`src/rtl/wb_pipe_reg.sv`:
```
// wb_pipe_reg: Memory->Writeback pipeline register with per-stage valid, stall/flush,
// x0 write suppression and a retired-instruction counter.
module wb_pipe_reg #(
  parameter int DATA_WIDTH       = 32,
  parameter int REG_ADDR_WIDTH   = 5,
  parameter int RESULT_SRC_WIDTH = 2,
  parameter int DEPTH            = 1,
  parameter int CNT_WIDTH        = 64
) (
  input  logic                        clk,
  input  logic                        rst_n,
  input  logic                        StallW,
  input  logic                        FlushW,
  input  logic                        ValidM,
  input  logic [DATA_WIDTH-1:0]       ALUResultM,
  input  logic [DATA_WIDTH-1:0]       PCPlus4M,
  input  logic [DATA_WIDTH-1:0]       ReadDataM,
  input  logic [REG_ADDR_WIDTH-1:0]   RdM,
  input  logic                        RegWriteM,
  input  logic [RESULT_SRC_WIDTH-1:0] ResultSrcM,
  output logic [DATA_WIDTH-1:0]       ALUResultW,
  output logic [DATA_WIDTH-1:0]       PCPlus4W,
  output logic [DATA_WIDTH-1:0]       ReadDataW,
  output logic [REG_ADDR_WIDTH-1:0]   RdW,
  output logic                        RegWriteW,
  output logic [RESULT_SRC_WIDTH-1:0] ResultSrcW,
  output logic                        ValidW,
  output logic [CNT_WIDTH-1:0]        InstRetW
);
  if (DEPTH < 1 || DEPTH > 4) begin : g_bad_depth
    $error("wb_pipe_reg: DEPTH must be in 1..4");
  end
  typedef struct packed {
    logic                        valid;
    logic                        reg_write;
    logic [RESULT_SRC_WIDTH-1:0] result_src;
    logic [REG_ADDR_WIDTH-1:0]   rd;
    logic [DATA_WIDTH-1:0]       alu_result;
    logic [DATA_WIDTH-1:0]       pc_plus4;
    logic [DATA_WIDTH-1:0]       read_data;
  } stage_t;
  stage_t st  [DEPTH];
  stage_t nxt [DEPTH];
  logic [CNT_WIDTH-1:0] cnt;
  // nxt[i] is what stage i loads on an advance; bubbles and x0 never write
  always_comb begin
    nxt[0] = '{valid: ValidM, reg_write: RegWriteM & ValidM & (RdM != '0),
               result_src: ResultSrcM, rd: RdM, alu_result: ALUResultM,
               pc_plus4: PCPlus4M, read_data: ReadDataM};
    for (int i = 1; i < DEPTH; i++) nxt[i] = st[i-1];
  end
  always_ff @(posedge clk) begin
    if (!rst_n) begin
      for (int i = 0; i < DEPTH; i++) st[i] <= '0;
      cnt <= '0;
    end else if (FlushW) begin
      for (int i = 0; i < DEPTH; i++) st[i] <= '0;
    end else if (!StallW) begin
      st  <= nxt;
      cnt <= cnt + CNT_WIDTH'(nxt[DEPTH-1].valid);
    end
  end
  assign ALUResultW = st[DEPTH-1].alu_result;
  assign PCPlus4W   = st[DEPTH-1].pc_plus4;
  assign ReadDataW  = st[DEPTH-1].read_data;
  assign RdW        = st[DEPTH-1].rd;
  assign RegWriteW  = st[DEPTH-1].reg_write;
  assign ResultSrcW = st[DEPTH-1].result_src;
  assign ValidW     = st[DEPTH-1].valid;
  assign InstRetW   = cnt;
endmodule
```
`config.mk`:
```
export PLATFORM = sky130hd
export DESIGN_NAME = wb_pipe_reg
export DESIGN_NICKNAME = d
export VERILOG_FILES = /design/src/rtl/wb_pipe_reg.sv
export SDC_FILE = /design/constraint.sdc
export NUM_CORES = 1
export LEC_CHECK = 0
export BUFFER_PORTS_ARGS = -buffer_cell sky130_fd_sc_hd__buf_2
export CORE_MARGIN = 5
export CORE_UTILIZATION = 48
export CTS_BUF_LIST = sky130_fd_sc_hd__clkbuf_8 sky130_fd_sc_hd__clkbuf_16
export DETAILED_ROUTE_END_ITERATION = 8
export PLACE_DENSITY = 0.85
export SYNTH_ARGS = -nofsm -noshare
export SYNTH_HDL_FRONTEND = slang
export SYNTH_SLANG_ARGS = --single-unit
```
`constraint.sdc`:
```
create_clock -name clk -period 3.2 [get_ports clk]
set_clock_uncertainty 0.15 [all_clocks]
set_input_delay 0.32 -clock clk [delete_from_list [all_inputs] [get_ports clk]]
set_output_delay 0.32 -clock clk [all_outputs]
set_load 0.02 [all_outputs]
```
After elaboration in Yosys (flattened, before gate mapping)
Cells that the tools add are included.
- $add $sub $neg: 1
- order comparisons: 0
- reductions and logical operators: 3
- equality and inequality tests: 0
- bitwise gates (word level): 5
- multiplexer cells: 0
- div/mod/pow operators: 0
- $mul: 0
- shift operators: 0
- operators with widths (kind ; count):
    $add 64x1->64 ; 1
    $reduce_bool 5->1 ; 1
    $not 1->1 ; 3
    $and 1x1->1 ; 2
    $reduce_and 2->1 ; 1
    $reduce_or 2->1 ; 1
- logic and storage cells: 17
- RAM bits: 0
- memories: 0
- register bits after elaboration: 169
- bits in latches: 0
- bits of input ports: 109
- bits in read-only memories: 0

Logic depth before layout (Yosys ltp)
Gate-level depths: netlist of the first run.
- depth in word-level cells: 2
- mapped depth: 7

Least setup slack after synthesis of the first run
OpenSTA, ideal clock, no wires.
- kind: register to register
- start point: register cnt[0], in the netlist InstRetW[0]
- end point: register cnt[42], in the netlist InstRetW[42]
- stages on the path, launching flop included: 8
- path slack: 0.507 ns
- arrival time: 2.472 ns
- library setup time: 0.070 ns
- cells stage by stage: dfxtp_1 > ha_1 > ha_1 > nor4bb_1 > nand2_1 > or4_1 > or3_1 > a21oi_1
- cells in the longest elaborated chain, start to end: 1
- ends and longest elaborated chain (item ; line ; RTL):
    start: declaration ; 44 ; logic [CNT_WIDTH-1:0] cnt;
    start signal: assignment ; 60 ; cnt <= cnt + CNT_WIDTH'(nxt[DEPTH-1].valid);
    $add 64x1->64 ; 60 ;
No other way between the ends.
A chain may end at the register's enable or synchronous reset.

Worst setup path in the final report of the first run
- start point: register cnt[0], in the netlist InstRetW[0]
- end point: register cnt[38], in the netlist InstRetW[38]
The elaborated chain is that of the path after synthesis.

==> flow_summary.toml, run 1 <==
[setup_path]
startpoint_type = "register"
cp.arrival_ns = 2.92
end_kind = "register"
path_class = "reg -> reg"
cp.required_ns = 3.41
worstPathMaxFanout = 6

[logic_synthesis]
synth-warning-count = 0
synth_edf_count = 0
synth_flop_cell = "dfxtp_1"
synth_cells = 727
async_flop_share_pct = 0
synth.top_cell.area_share_pct = 50.0
synth.area.top_cells = "dfxtp_1 (50%), mux2i_1 (15%), nor2_1 (7.9%)"
ys_ff_latch = 169
syn_nets = 838
syn-cell-area_sq_um = 6770
synth.avg_cell_area_sq_um = 9.31
yosysUniqueCellTypes = 36
synth_top_cell_by_area = "dfxtp_1"
ys_seq_area_share_pct = 50.0

[timing]
hold_viol = 0
setup_viol = 0
timing.final.max_slew_violations = 0
rsz0062_at_grt = "false"
relSlewSlack_pct = 41.9
timing.final.ws_setup_ns = 0.483
min_period_ns = 2.72
fin_tns_setup_ns = 0
post-route-period-util_pct = 84.9
fmax_mhz = 368
tightest_slew_ns = 0.872

[global_routing]
grt.overflow.total = 0
grt_pass1_vias = 7213
antenna_found_initial = 0
grt_pass1_wl_microns = 37300
grt_use_total_pct = 28.4
grt_max_degree = 110

[floorplan]
dieHeight_microns = 129
core.rowCount = 43
pin_count = 278
die_w_microns = 129
die_area_sq_um = 16600
start_util_pct = 48.9
core_area_sq_um = 13800

[detailed_routing]
dr.pass1.iters = 5
antenna_left = 0
wl_microns = 23900
drc_errors = 0
vias = 7040
viasPerCell = 5.50
drt-initial-drc-count = 521
wl_per_cell_microns = 18.7

[run_status]
outcome = "finished clean"

[placement]
dp_slack_ns = 0.481
place.gp.congestion = 0.836
dp_hpwl_microns = 14200
port_buffers = 277

[cts]
postCtsSetupBuffers = 0
cts-resized-gates = 0
clk_path_buf_depth = 2
cts_tree = "done"
cts.htree.levels = 4
cts_root_buf = "clkbuf_16"
cts_buffers = 17
insertion_delay_ns = 0.43
clk_pin_slew_worst_paths_ns = 0.07
cts.sinks = 169

[cells_and_area]
synthToLayoutAreaGrowth_pct = 45.0
n_fill_cell = 907
multi_input_area_sq_um = 3240
regArea_sq_um = 3380
drive_gt1_share_pct = 29.8
antenna_cells = 0
fin_nets = 1197

[power]
leakage_nw = 4.53
power_density_nw_per_um2 = 477
peakVddDrop_mv = 0.324

[flow_run]
drv_cap = 0

[min_path]
holdCritPathClass = "in -> reg"
cells in the mapped netlist, types with 2 or more instances:
cell type and n:
dfxtp_1 169, nor2_1 143, mux2i_1 104, nand2_1 34
a21oi_1 32, clkbuf_1 25, or3_1 25, nand3_1 24
nand4_1 24, o21ai_0 22, xnor2_1 16, nor3_1 15
xor2_1 13, buf_1 10, or4_1 9, and3_1 8
o21a_1 8, inv_1 6, nor4_1 6, and4_1 5
o31ai_1 5, or2_2 4, o21ai_1 3, and2_1 2
ha_1 2, nand2b_1 2, nand4bb_1 2
worst paths after layout:
| kind | cells after the start | endpoint | startpoint | slack [ns] |
|---|---|---|---|---|
| worst max-delay path | 7 | InstRetW[38] | InstRetW[0] | 0.48 |
| worst min-delay path | 3 | ALUResultW[17] | ALUResultM[17] | 0.0009 |
| worst max register to register | 7 | InstRetW[38] | InstRetW[0] | 0.48 |
| worst min register to register | 2 | RdW[1] | RdW[1] | 0.34 |
layout by cell type (no fill, tap or decap), types with 2 or more instances in the layout:
cell type        n
xnor2_1         16
a21oi_1         32
and3_1           8
o21ai_1          3
nor2_1         143
inv_6            4
or4_1            9
xor2_1          13
clkinv_2         2
dlygate4sd3_1   90
and4_1           5
inv_1            6
ha_1             2
nand2_1         34
and2_1           2
nand3_1         24
clkbuf_16       17
inv_8            2
dfxtp_1        169
clkinvlp_4       3
o31ai_1          5
buf_4            7
clkinv_4         2
or3_1           25
nor3_1          15
nand4bb_1        2
buf_2          276
o21a_1           8
nand4_1         24
mux2i_1        104
nor4_1           6
or2_2            4
o21ai_0         22
repair_timing:
item | CTS | global route
endpoints found under the hold margin | 90 | 0
endpoints found under the setup margin | 0 | 0
hold buffers | 90 | 0
worst max-delay path, stage by stage (launching register included):
cell      delay [ns]
dfxtp_1         0.35
ha_1            0.21
ha_1            0.19
nor4bb_1        0.38
nand2_1         0.14
or4_1           0.65
or3_1           0.39
a21oi_1         0.17
through the flow:
stage / hold WS (ns) / power [mW] / utilization, % / cell area (sq um) / cells
finish: 0.000854 / 4.68 / 70.9 / 9810 / 1279
global route: 0.00153 / 4.83 / 70.9 / 9810 / 1279
global placement: 0.302 / 2.56 / 60.3 / 8330 / 1157
detailed placement: 0.310 / 2.57 / 60.3 / 8330 / 1157
CTS: 0.00201 / 4.64 / 70.9 / 9810 / 1279
floorplan: 0.314 / 2.42 / - / 6770 / 727
metal layers:
metal,global-route usage (%),vias up,routed length [microns]
li1,-,3267,-
met5,0,-,0
met1,32.0,3312,8910
met3,8.55,93,1910
met4,14.0,0,982
met2,49.0,368,12100
layout make-up:
type | instances | share of cell area [%]
Sequential cell | 169 | 34.5
Multi-Input combinational cell | 517 | 33.0
Timing Repair Buffer | 375 | 24.1
Clock buffer | 18 | 4.48
Tap cell | 180 | 2.30
Clock inverter | 14 | 1.40
Inverter | 6 | 0.230
cells by family (layout without fill, tap and decap cells):
family                     after synthesis  count (layout)  synth area share (%)
buffers and inverters                   41             413                  2.27
muxes                                  104             104                  15.4
adders and majority gates                2               2                 0.370
xor gates and xnor gates                29              29                  3.75
DFF                                    169             169                  50.0
AOI/OAI and AO/OA                       71              71                  5.77
and+or+nand+nor                        311             311                  22.4
power breakdown:
| group | internal (mW) | leakage, nW | total, mW | switching [mW] |
|---|---|---|---|---|
| registers | 2.15 | 1.37 | 2.17 | 0.0278 |
| logic | 0.222 | 2.88 | 0.465 | 0.243 |
| clock network | 1.11 | 0.278 | 2.04 | 0.927 |
registers in the layout, summed over array words and instances, names as in the netlist:
register and count:
InstRetW 64, ALUResultW 32, PCPlus4W 32, ReadDataW 32, RdW 5, ResultSrcW 2, RegWriteW 1, ValidW 1
(Power assumes the default switching activity.)
==> run 2, diff against run 1 <==
Settings changed: CORE_UTILIZATION 48 to 43, PLACE_DENSITY 0.85 to 0.8.
Clock period 3.2 ns to 2.35 ns, I/O delays scaled along.
==> run 2 against run 1 <==
Via count rose by 4.0%. Flip-flop and latch count is the same. Highest routed layer unchanged. Largest cell class unchanged. Core utilization decreased by 1.5 points. Count of clock-buffer cells in the layout down 1. Critical path depth did not move. Total power is 43% higher. Global-route usage shrank 2.5 points. Die area is 11% higher.
==> flow_summary.toml, run 2 (synthesized netlist as in run 1, its figures left out) <==
[timing]
rsz0062_at_grt = "true"
timing.final.max_slew_violations = 0
hold_viol = 0
setup_viol = 0
min_period_ns = 2.29
post-route-period-util_pct = 97.3
tightest_slew_ns = 1.05
relSlewSlack_pct = 30.0
fmax_mhz = 438

[floorplan]
core.rowCount = 45
die_area_sq_um = 18300
start_util_pct = 44.2
pin_count = 278
core_area_sq_um = 15300
die_w_microns = 135
dieHeight_microns = 135

[cts]
clk_pin_slew_worst_paths_ns = 0.07
cts_tree = "done"
cts.htree.levels = 4
cts.sinks = 169
cts_root_buf = "clkbuf_16"
insertion_delay_ns = 0.43
clk_path_buf_depth = 2
cts_buffers = 17

[setup_path]
cp.required_ns = 2.56
path_class = "reg -> reg"
startpoint_type = "register"
worstPathMaxFanout = 6
end_kind = "register"
cp.arrival_ns = 2.50

[global_routing]
grt_max_degree = 64
grt_pass1_wl_microns = 37700
grt_use_total_pct = 26.0
met3_usage_pct = 7.73
antenna_found_initial = 0
top_usage_layer = "met2"
use_met1_pct = 28.1
grt.overflow.total = 0
grt_pass1_vias = 7302
gr-usage-met2_pct = 46.0

[power]
power_density_nw_per_um2 = 630
peakVddDrop_mv = 0.564
total_power_mw = 6.70
leakage_nw = 4.98

[cells_and_area]
synthToLayoutAreaGrowth_pct = 57.2
drive_gt1_share_pct = 35.1
fin_nets = 1264
layout_common_cells = "buf_2 (276), dfxtp_1 (152), nor2_1 (143), mux2i_1 (104), dlygate4sd3_1 (104)"
largest_register_ff_count = 64
fin_cells = 1378
final_common_cell = "buf_2"

[min_path]
holdCritPathClass = "in -> reg"

[detailed_routing]
wl_per_cell_microns = 18.0
vias = 7320
antenna_left = 0
wl_microns = 24900
dr.pass1.iters = 5
drc_errors = 0
viasPerCell = 5.31
drt-initial-drc-count = 531

[placement]
port_buffers = 277
place.gp.congestion = 0.870
dp_hpwl_microns = 15500
dp_cells = 1236

[flow_run]
drv_cap = 0

[run_status]
outcome = "finished clean"
## run 2: through the flow
stage                     setup TNS, ns  instance area, sq um  hold WS [ns]  util, %  setup slack (ns)
after floorplan                       0                  6820         0.229        -            0.0142
after global placement          -0.0445                  8810         0.298     57.5           -0.0318
after detailed placement         -0.315                  8810         0.317     57.5            -0.117
after CTS                             0                 10500       0.00969     68.7           0.00523
after global routing            -0.0506                 10600        0.0195     69.4           -0.0339
final                                 0                 10600        0.0270     69.4            0.0643
## run 2: layout make-up
class                      instances  area [sq um]
fill                            1100          4680
clock buffer                      17           425
tap                              211           264
timing repair buffer             442          2930
antenna                            1          2.50
sequential                       169          3410
clock inverter                    15           225
multi-input combinational        517          3360
inverter                           6          22.5
## run 2: path summary, 6_finish.rpt
| path | startpoint | slack [ns] | cells past startpoint | endpoint |
|---|---|---|---|---|
| setup / recovery | InstRetW[0] | 0.06 | 7 | InstRetW[38] |
| hold / removal | rst_n | 0.03 | 2 | InstRetW[49] |
| setup reg to reg | InstRetW[0] | 0.06 | 7 | InstRetW[38] |
| hold reg to reg | RegWriteW | 0.33 | 2 | RegWriteW |
## run 2: where the power goes
group          switching, mW  total [mW]  internal (mW)
registers             0.0362        2.96           2.92
logic                  0.334       0.663          0.329
clock network           1.33        3.08           1.75
total                   1.70        6.70           5.00
## run 2: critical path: stages (launching register included)
cell,delay (ns)
dfxtp_2,0.36
ha_4,0.15
ha_4,0.15
nor4bb_4,0.21
nand2_1,0.12
or4_4,0.58
or3_1,0.34
a21oi_1,0.16
## run 2: what timing repair did
| item | CTS | global route |
|---|---|---|
| cloned | 0 | 0 |
| pin swaps | 4 | 9 |
| hold buffers | 104 | 0 |
| hold endpoints to repair | 104 | 0 |
| gates resized for setup | 5 | 10 |
| buffers inserted | 1 | 5 |
| setup endpoints to repair | 10 | 14 |
## run 2: layer usage
layer | vias up | routed length [microns]
met5 | - | 0
met4 | 0 | 1110
met3 | 99 | 2020
met2 | 376 | 12900
met1 | 3435 | 8860
li1 | 3410 | -
==> run 3, diff against run 2 <==
==> constraint.sdc (replaced) <==
create_clock -name clk -period 2.35 [get_ports clk]
set_clock_uncertainty 0.15 [all_clocks]
set_input_delay 0.3525 -clock clk [delete_from_list [all_inputs] [get_ports clk]]
set_output_delay 0.3525 -clock clk [all_outputs]
set_load 0.02 [all_outputs]
==> run 3 against run 2 <==
Hold slack worse by 0.022 ns. Register-to-register slack about the same. Core utilization down 4.1 points. Total power fell by 6.9%.
==> flow_summary.toml, run 3 (synthesized netlist as in run 1, its figures left out) <==
[run_status]
outcome = "finished clean"

[setup_path]
cp.required_ns = 2.56
path_class = "reg -> reg"
crit_path_start = "InstRetW[31]"
worstPathMaxFanout = 6
cp.arrival_ns = 2.50
reg2reg_from = "InstRetW[31]"
end_kind = "register"
cpMaxStageDelayCell = "or4_4"
rrSetupSlack_ns = 0.06
setup.worst_path.end = "InstRetW[42]"
crit_buf_inv = 0
critPathMaxStageDelay_ns = 0.54
r2r_end = "InstRetW[42]"
reg2regPathDepth = 5
startpoint_type = "register"
cp.depth = 5
cp_top_family = "simple AND/OR/NAND/NOR gates"
path_cells = "nand3_1, or4_1, or4_4, or3_1, a21oi_1"

[cells_and_area]
final_area_sq_um = 10000
final_common_cell = "buf_2"
fin_nets = 1212
drive_gt1_share_pct = 37.4
n_fill_cell = 1212
layout_common_cells = "buf_2 (276), dfxtp_1 (151), nor2_1 (143), mux2i_1 (104), buf_4 (64)"
fin_util_pct = 65.3
largest_register_ff_count = 64
antenna_cells = 0
synthToLayoutAreaGrowth_pct = 47.9

[timing]
post-route-period-util_pct = 97.6
tightest_slew_ns = 0.807
hold_viol = 0
min_period_ns = 2.29
timing.final.ws_setup_ns = 0.0575
fmax_mhz = 436
setup_viol = 0
relSlewSlack_pct = 46.2
hold_slack_ns = 0.00501
timing.final.max_slew_violations = 0
fin_tns_setup_ns = 0

[power]
peakVddDrop_mv = 0.503
power_density_nw_per_um2 = 624
pwr-share-seq_pct = 47.3
p_clk_share_pct = 43.7
combPwrFrac_pct = 9.0
power.switching_mw = 1.53
leakage_nw = 4.70
p_int_mw = 4.70
p_sw_share_pct = 24.6

[cts]
clk_pin_slew_worst_paths_ns = 0.07
cts_root_buf = "clkbuf_16"
cts.htree.levels = 4
cts.sinks = 169
cts_tree = "done"
clk_path_buf_depth = 2
insertion_delay_ns = 0.43
cts_buffers = 17

[global_routing]
grt_pass1_wl_microns = 34100
grt_max_degree = 106
grt_pass1_vias = 6688
antenna_found_initial = 0
grt.overflow.total = 0
grt_use_total_pct = 23.5

[placement]
place.gp.congestion = 0.825
place_area_sq_um = 8820
dp_hpwl_microns = 15200
dp_slack_ns = -0.169
port_buffers = 277

[floorplan]
start_util_pct = 44.2
pin_count = 278
die_area_sq_um = 18300
core_area_sq_um = 15300
die_w_microns = 135
dieHeight_microns = 135
core.rowCount = 45

[min_path]
holdCritPathClass = "in -> reg"
min-delay-start = "ReadDataM[9]"

[detailed_routing]
drt-initial-drc-count = 423
vias = 6772
viasPerCell = 5.11
wl_per_cell_microns = 16.8
antenna_left = 0
dr.pass1.iters = 5
drc_errors = 0
wl_microns = 22300

[flow_run]
drv_cap = 0
run 3: cell types whose count changed in the layout (fill, tap and decap cells not counted), moves of 2 or more:
cell and change:
inv_1 +2, buf_6 +3, dlygate4sd3_1 -59, clkinv_8 -2, clkinv_4 +2, buf_12 -2, inv_8 -6, clkbuf_8 +2
buf_4 +6, clkinvlp_4 +3, a21oi_2 +2, bufinv_16 -2, a21oi_1 -2
run 3: power by group through the flow:
stage / Combinational, mW / Sequential, mW / Clock, mW
after CTS: 0.545 / 2.95 / 2.77
after global routing: 0.604 / 2.96 / 2.90
final: 0.560 / 2.95 / 2.73
after global placement: 0.478 / 3.01 / 0
after detailed placement: 0.487 / 3.02 / 0
after floorplan: 0.206 / 3.09 / 0
run 3: metal layers:
| layer | routed length (microns) | GRT usage [%] | vias up |
|---|---|---|---|
| met4 | 531 | 8.90 | 0 |
| met2 | 11900 | 42.2 | 244 |
| met3 | 1580 | 6.98 | 45 |
| li1 | - | - | 3296 |
| met5 | 0 | 0 | - |
| met1 | 8290 | 26.2 | 3187 |
run 3: worst min path at each step:
stage | endpoint | slack (ns) | cells past startpoint
global route | PCPlus4W[15] | 0.008 | 3
finish | ReadDataW[9] | 0.005 | 3
CTS | PCPlus4W[14] | 0.0002 | 3
global placement | RegWriteW | 0.30 | 2
floorplan | ALUResultW[0] | 0.35 | 2
detailed placement | RegWriteW | 0.32 | 2
run 3: cell type report:
type                       instances  area (sq um)  area share (%)
timing repair buffer             390          2380            23.8
tap                              211           264            2.64
multi-input combinational        517          3360            33.5
clock buffer                      19           453            4.53
sequential                       169          3410            34.1
clock inverter                    13           121            1.21
inverter                           6          22.5           0.225
run 3: repair_timing:
item,in CTS,in global routing
hold buffers,44,1
endpoints found under the hold margin,44,1
setup buffers,1,6
pin swaps,2,10
gates resized for setup,3,18
setup endpoints to repair,3,16
run 3: worst reg2reg max path, stage by stage (launching register included):
cell	delay, ns
dfxtp_2	0.39
nand3_1	0.11
or4_1	0.53
or4_4	0.54
or3_1	0.37
a21oi_1	0.14
run 3: stage by stage:
stage / total power, mW / cells
6_report: 6.24 / 1325
4_1_cts: 6.26 / 1318
3_5_place_dp: 3.50 / 1241
3_3_place_gp: 3.49 / 1241
5_1_grt: 6.46 / 1325
2_1_floorplan: 3.30 / 727
